--- config.mk ---
export PLATFORM = sky130hd
export DESIGN_NAME = pc_sequencer
export DESIGN_NICKNAME = d
export VERILOG_FILES = /design/src/rtl/pc_sequencer.sv
export SDC_FILE = /design/constraint.sdc
export NUM_CORES = 1
export LEC_CHECK = 0
export CAP_MARGIN = 5
export CORE_MARGIN = 8
export CORE_UTILIZATION = 44
export CTS_CLUSTER_DIAMETER = 50
export DETAILED_ROUTE_END_ITERATION = 8
export PLACE_DENSITY = 0.88
export SLEW_MARGIN = 10
export SYNTH_ARGS = -nofsm -noshare
export SYNTH_HDL_FRONTEND = slang
export SYNTH_SLANG_ARGS = --single-unit
--- constraint.sdc ---
create_clock -name clk -period 4.7 [get_ports clk]
set_clock_uncertainty 0.2 [all_clocks]
set_input_delay 1.175 -clock clk [delete_from_list [all_inputs] [get_ports clk]]
set_output_delay 1.175 -clock clk [all_outputs]
set_load 0.03 [all_outputs]
--- src/rtl/pc_sequencer.sv ---
// Multi-cycle instruction sequencer around the program counter.
// It handshakes with instruction and data memory, picks the next PC and counts retired instructions.
module pc_sequencer #(
    parameter int XLEN      = 32,
    parameter int INSTRET_W = 32
) (
    input  logic                 clk,
    input  logic                 reset,
    input  logic [XLEN-1:0]      pc_cur,
    output logic                 imem_req,
    input  logic                 imem_ack,
    output logic                 ir_load,
    input  logic                 is_jump,
    input  logic                 is_branch,
    input  logic                 is_load,
    input  logic                 is_store,
    input  logic                 is_halt,
    input  logic                 branch_taken,
    input  logic [XLEN-1:0]      target_addr,
    output logic                 dmem_req,
    input  logic                 dmem_ack,
    output logic                 rf_we,
    output logic                 updatePC,
    output logic [XLEN-1:0]      PCin,
    output logic [2:0]           state,
    output logic                 halted,
    output logic                 fault,
    output logic [INSTRET_W-1:0] instret
);

    typedef enum logic [2:0] {
        S_FETCH  = 3'd0,
        S_DECODE = 3'd1,
        S_EXEC   = 3'd2,
        S_MEM    = 3'd3,
        S_WB     = 3'd4,
        S_HALT   = 3'd5
    } state_t;

    state_t                 r_state;
    logic [INSTRET_W-1:0]   r_instret;
    logic                   r_fault;

    logic                   w_redirect;
    logic                   w_misaligned;
    logic [XLEN-1:0]        w_pc_plus4;

    // Jump outranks branch, so a jump redirects regardless of branch_taken.
    assign w_redirect   = is_jump | (is_branch & branch_taken);
    assign w_misaligned = w_redirect & (target_addr[1:0] != 2'b00);
    assign w_pc_plus4   = pc_cur + XLEN'(4);

    always_ff @(posedge clk or negedge reset) begin
        if (!reset) begin
            r_state   <= S_FETCH;
            r_instret <= '0;
            r_fault   <= 1'b0;
        end else begin
            // updatePC marks the single retire cycle of every instruction.
            if (updatePC) r_instret <= r_instret + INSTRET_W'(1);
            case (r_state)
                S_FETCH:  if (imem_ack) r_state <= S_DECODE;
                S_DECODE: r_state <= is_halt ? S_HALT : S_EXEC;
                S_EXEC: begin
                    if (w_redirect) begin
                        if (w_misaligned) begin
                            r_fault <= 1'b1;
                            r_state <= S_HALT;
                        end else begin
                            r_state <= S_FETCH;
                        end
                    end else if (is_branch) begin
                        r_state <= S_FETCH;
                    end else if (is_load || is_store) begin
                        r_state <= S_MEM;
                    end else begin
                        r_state <= S_WB;
                    end
                end
                S_MEM:    if (dmem_ack) r_state <= is_load ? S_WB : S_FETCH;
                S_WB:     r_state <= S_FETCH;
                S_HALT:   r_state <= S_HALT;
                default:  r_state <= S_FETCH;
            endcase
        end
    end

    // Strobes are forced low while reset is held so outstanding requests drop at once.
    always_comb begin
        imem_req = 1'b0;
        ir_load  = 1'b0;
        dmem_req = 1'b0;
        rf_we    = 1'b0;
        updatePC = 1'b0;
        PCin     = '0;
        if (reset) begin
            case (r_state)
                S_FETCH: begin
                    imem_req = 1'b1;
                    ir_load  = imem_ack;
                end
                S_EXEC: begin
                    if (w_redirect) begin
                        if (!w_misaligned) begin
                            updatePC = 1'b1;
                            PCin     = target_addr;
                        end
                    end else if (is_branch) begin
                        updatePC = 1'b1;
                        PCin     = w_pc_plus4;
                    end
                end
                S_MEM: begin
                    dmem_req = 1'b1;
                    if (dmem_ack && !is_load) begin
                        updatePC = 1'b1;
                        PCin     = w_pc_plus4;
                    end
                end
                S_WB: begin
                    rf_we    = 1'b1;
                    updatePC = 1'b1;
                    PCin     = w_pc_plus4;
                end
                default: ;
            endcase
        end
    end

    assign state   = r_state;
    assign halted  = (r_state == S_HALT);
    assign fault   = r_fault;
    assign instret = r_instret;

endmodule

# After elaboration in Yosys (flattened, before gate mapping)
# Cells that the tools add are included.
[word_totals]
ff_bits = 36
latch_bits = 0
ramBits = 0
romBits = 0
inputBits = 74
word_cells = 51
mem_count = 0
[classes]
add_sub_neg = 2
mul = 0
n_div = 0
order_cmp = 0
eq_ne = 7
n_shift = 0
mux = 29
bitwise_logic = 3
reduce_logical = 7
[ops]
columns = ["operator", "n"]
rows = [
  ["32-bit 2-to-1 mux", 5],
  ["32-bit one-hot mux with 3 select lines", 1],
  ["32-bit by 1-bit adder with 32-bit output (second input constant)", 1],
  ["32-bit by 3-bit adder with 32-bit output (second input constant)", 1],
  ["3-bit 2-to-1 mux", 8],
  ["3-bit one-hot mux with 5 select lines", 1],
  ["1-bit 2-to-1 mux", 13],
  ["3-bit by 2-bit equality test with 1-bit output (second input constant)", 2],
  ["3-bit equality test (second input constant)", 2],
  ["2-bit != test (second input constant)", 2],
  ["3-bit by 1-bit equality test with 1-bit output (second input constant)", 1],
  ["3-bit logical NOT", 1],
  ["1-bit one-hot mux with 3 select lines", 1],
  ["3-bit AND reduction", 1],
  ["1-bit AND", 2],
  ["2-bit AND reduction", 1],
  ["2-bit nonzero test", 1],
  ["1-bit logical AND", 1],
  ["1-bit logical NOT", 1],
  ["1-bit logical OR", 1],
  ["1-bit bitwise OR", 1],
]

# Logic depth before layout (Yosys ltp)
[depth]
depth_word = 7
depth_mapped = 8
ltp_nobuf = 6

# Worst setup path after synthesis
# Ideal clock, no wire load.
[synth_path]
kind = "input-to-output"
start = "input pc_cur[5]"
end = "output PCin[22]"
arrival_ns = 2.586
required_ns = 3.325
path_slack_ns = 0.739
path_stages = 6
path_cell_list = "and4_1 buf_2 nand3_1 nor4_1 xnor2_1 o21ai_1"
[synth_via]
elab_chain_cells = 5
elab_cells_between_ends = 6
classes_between = "1 x add/sub; 5 x mux"
[synth_lines]
columns = ["item", "line", "rtl"]
rows = [
  ["start, declared", "9", "input logic [XLEN-1:0] pc_cur,"],
  ["32-bit by 3-bit adder with 32-bit output (*)", "51", "assign w_pc_plus4 = pc_cur + XLEN'(4);"],
  ["32-bit 2-to-1 mux", "108", "end else if (is_branch) begin"],
  ["32-bit 2-to-1 mux", "103", "if (w_redirect) begin"],
  ["32-bit one-hot mux with 3 select lines (*)", "97", "case (r_state)"],
  ["32-bit 2-to-1 mux (*)", "96", "if (reset) begin"],
  ["end, declared", "24", "output logic [XLEN-1:0] PCin,"],
]
# Every way passes the cells marked *; elsewhere a longest branch is shown, timed or not.

# Worst setup path in the final report
[layout_path]
start = "input pc_cur[4]"
end = "output PCin[31]"
# Same word-level chain as after synthesis.

==> reports/metrics.yaml <==
outcome:
  status: "finished clean"
global_routing:
  grt_use_total: 0.201
  overflow: 0
  grt_pass1_vias: 3265
  grt_pass1_wl_mm: 16.0
  grt_max_degree: 32
  antenna_found_initial: 0
floorplanning:
  start_util: 0.455
  coreArea_um2: 6310
  die_y_um: 96.8
  die_w_um: 96.8
  dieArea_um2: 9360
  pin_count: 148
  fp-row-count: 29
sta:
  slew_violations: 0
  worst_slew_pin_slew_ns: 0.631
  finalSetupViolCount: 0
  fin_tns_setup_ns: 0
  hold_viol: 0
  post-route-period-util: 0.961
  rsz0062_at_grt: "false"
  finalCriticalPeriod_ns: 4.52
  max_freq_ghz: 0.221
  relSlewSlack: 0.576
clocking:
  cts-htree-levels: 2
  hold_buffers: 0
  cts_buffers: 5
  cts_sinks: 36
  clk_latency_ns: 0.29
  path_clk_slew_ns: 0.06
  clock_path_buffers: 2
  tritoncts: "yes"
  cts_root_buffer: "clkbuf_8"
yosys:
  synthFlopType: "dfrtp_1"
  synth_top_area_share: 0.314
  yosys_warnings: 0
  synth_edf_count: 0
  synth.most_common_cell: "nand2_1"
  ys_ff_latch: 36
  netlist-cell-type-count: 44
  yosysTopAreaCell: "dfrtp_1"
  netlist_area_um2: 2870
  synth_common_cells: "nand2_1 (47), xnor2_1 (39), dfrtp_1 (36), nor2_1 (36)"
  ys_top_cells_by_area: "dfrtp_1 (31%), xnor2_1 (12%), nand2_1 (6.1%)"
  syn_area_per_cell_um2: 8.20
  syn_nets: 426
  netlist_instances: 350
  seq_area_frac_synth: 0.314
  postSynth.asyncResetShare: 1.00
critical_path:
  cp-start-kind: "primary input"
  critPathTopFamily: "simple AND/OR/NAND/NOR gates"
  worstPathArrival_ns: 3.14
  cp_max_fo: 6
  critPathBufInv: 2
  crit_path_end_kind: "primary output"
  crit_chain: "clkdlybuf4s50_1 -> and4_1 -> nand4_1 -> nor4_1 -> xnor2_1 -> o21ai_1 -> buf_12"
  crit_slowest_cell: "clkdlybuf4s50_1"
  critical_path.max_stage_delay_ns: 0.55
  crit_required_ns: 3.32
  setup.worst_path.class: "in2out"
placement:
  dpl.cell_count: 571
  gp_congestion: 0.902
  io_buffers: 147
  dpl.hpwl_mm: 7.96
hold_path:
  hp-class: "reg2reg"
run:
  maxCapViolations: 0
final_layout:
  drive_above_1_share: 0.151
  nNetsFinal: 577
  area_delta_synth_final_pct: 56.1
  fin_cells: 579
  antenna_cells: 0
routing:
  drtIter0Drc: 118
  avgRoutedWirePerCell_um: 16.6
  drt-total-wl_mm: 9.60
  antenna_left: 0
  vias: 3138
  drc_errors: 0
  vias_per_cell: 5.42
  first_pass_iters: 4
power_and_ir_drop:
  p_leak_nw: 1.86
  max-vdd-ir-drop_v: 0.000316
  p_per_area_nw_per_um2: 250
  finalPower_w: 0.00112
[final cells by class]
cell class | instances | area (um^2)
repair buffers | 158 | 1480
inverters | 14 | 52.6
clock buffers | 6 | 72.6
well taps | 77 | 96.3
multi-input cells | 286 | 1840
flip-flops and latches | 36 | 901
fillers | 500 | 1830
clock inverters | 2 | 35.0
[metrics by stage]
stage	hold WS, ns	utilization	instance area, um^2	worst slack (ns)
after floorplan	0.436	-	2870	0.739
after global placement	0.244	0.692	4370	0.167
after detailed placement	0.245	0.692	4370	0.0357
after CTS	0.258	0.709	4470	0.0348
after global routing	0.276	0.709	4480	0.0219
final	0.256	0.709	4480	0.185
[worst reg2reg max path, cell delays in order (launching register included)]
cell and delay (ns):
dfrtp_1 0.57, nor2b_1 0.35, o21ai_0 0.16, buf_4 0.20, o21bai_4 0.18, buf_4 0.24, nor4_1 0.39, xor2_1 0.19
[placed cells by master, fill, tap and decap left out, types with 13 or more instances in the layout]
cell type / synthesis / final
buf_4: 0 / 43
clkdlybuf4s50_1: 0 / 113
dfrtp_1: 36 / 36
inv_1: 13 / 13
nand2_1: 47 / 47
nand3_1: 17 / 16
nand4_1: 14 / 14
nor2_1: 36 / 36
o21ai_1: 20 / 20
xnor2_1: 39 / 39
xor2_1: 20 / 20
[registers in the layout, indices dropped and copies added (netlist names)]
signal / flops
fault: 1
instret: 32
state: 3
[metal layers]
| metal | GRT usage | part of all wire | up-vias |
|---|---|---|---|
| met1 | 0.211 | 0.39 | 1456 |
| met4 | 0.0781 | 0.034 | 0 |
| met2 | 0.358 | 0.50 | 131 |
| li1 | - | - | 1526 |
| met3 | 0.0676 | 0.078 | 25 |
| met5 | 0 | 0 | - |
[path summary, 6_finish.rpt]
check	start	to	slack [ns]	depth (start not counted)
worst max-delay path	pc_cur[4]	PCin[31]	0.18	7
worst min-delay path	fault	fault	0.26	1
worst max register to register	state[1]	instret[10]	2.16	7
worst min register to register	fault	fault	0.26	1
max in group asynchronous	reset	fault	3.13	2
min in group asynchronous	reset	instret[29]	0.53	1
[logic make-up after synthesis]
group                      after synthesis  share of synthesized area
AOI/OAI and AO/OA                       46                      0.105
DFF                                     36                      0.314
buffers and inverters                   28                     0.0458
adders and majority gates                2                    0.00872
xor gates and xnor gates                59                      0.180
and+or+nand+nor                        179                      0.347
[timing repair]
action,CTS,global route
endpoints found under the setup margin,0,6
buffers inserted,0,0
resized for setup,0,1
[power breakdown]
part           total, W  switching (W)  internal, W
logic          0.000466       0.000249     0.000216
registers      0.000390      0.0000569     0.000334
clock network  0.000266       0.000108     0.000157
Power figures use the tool's default switching activity.
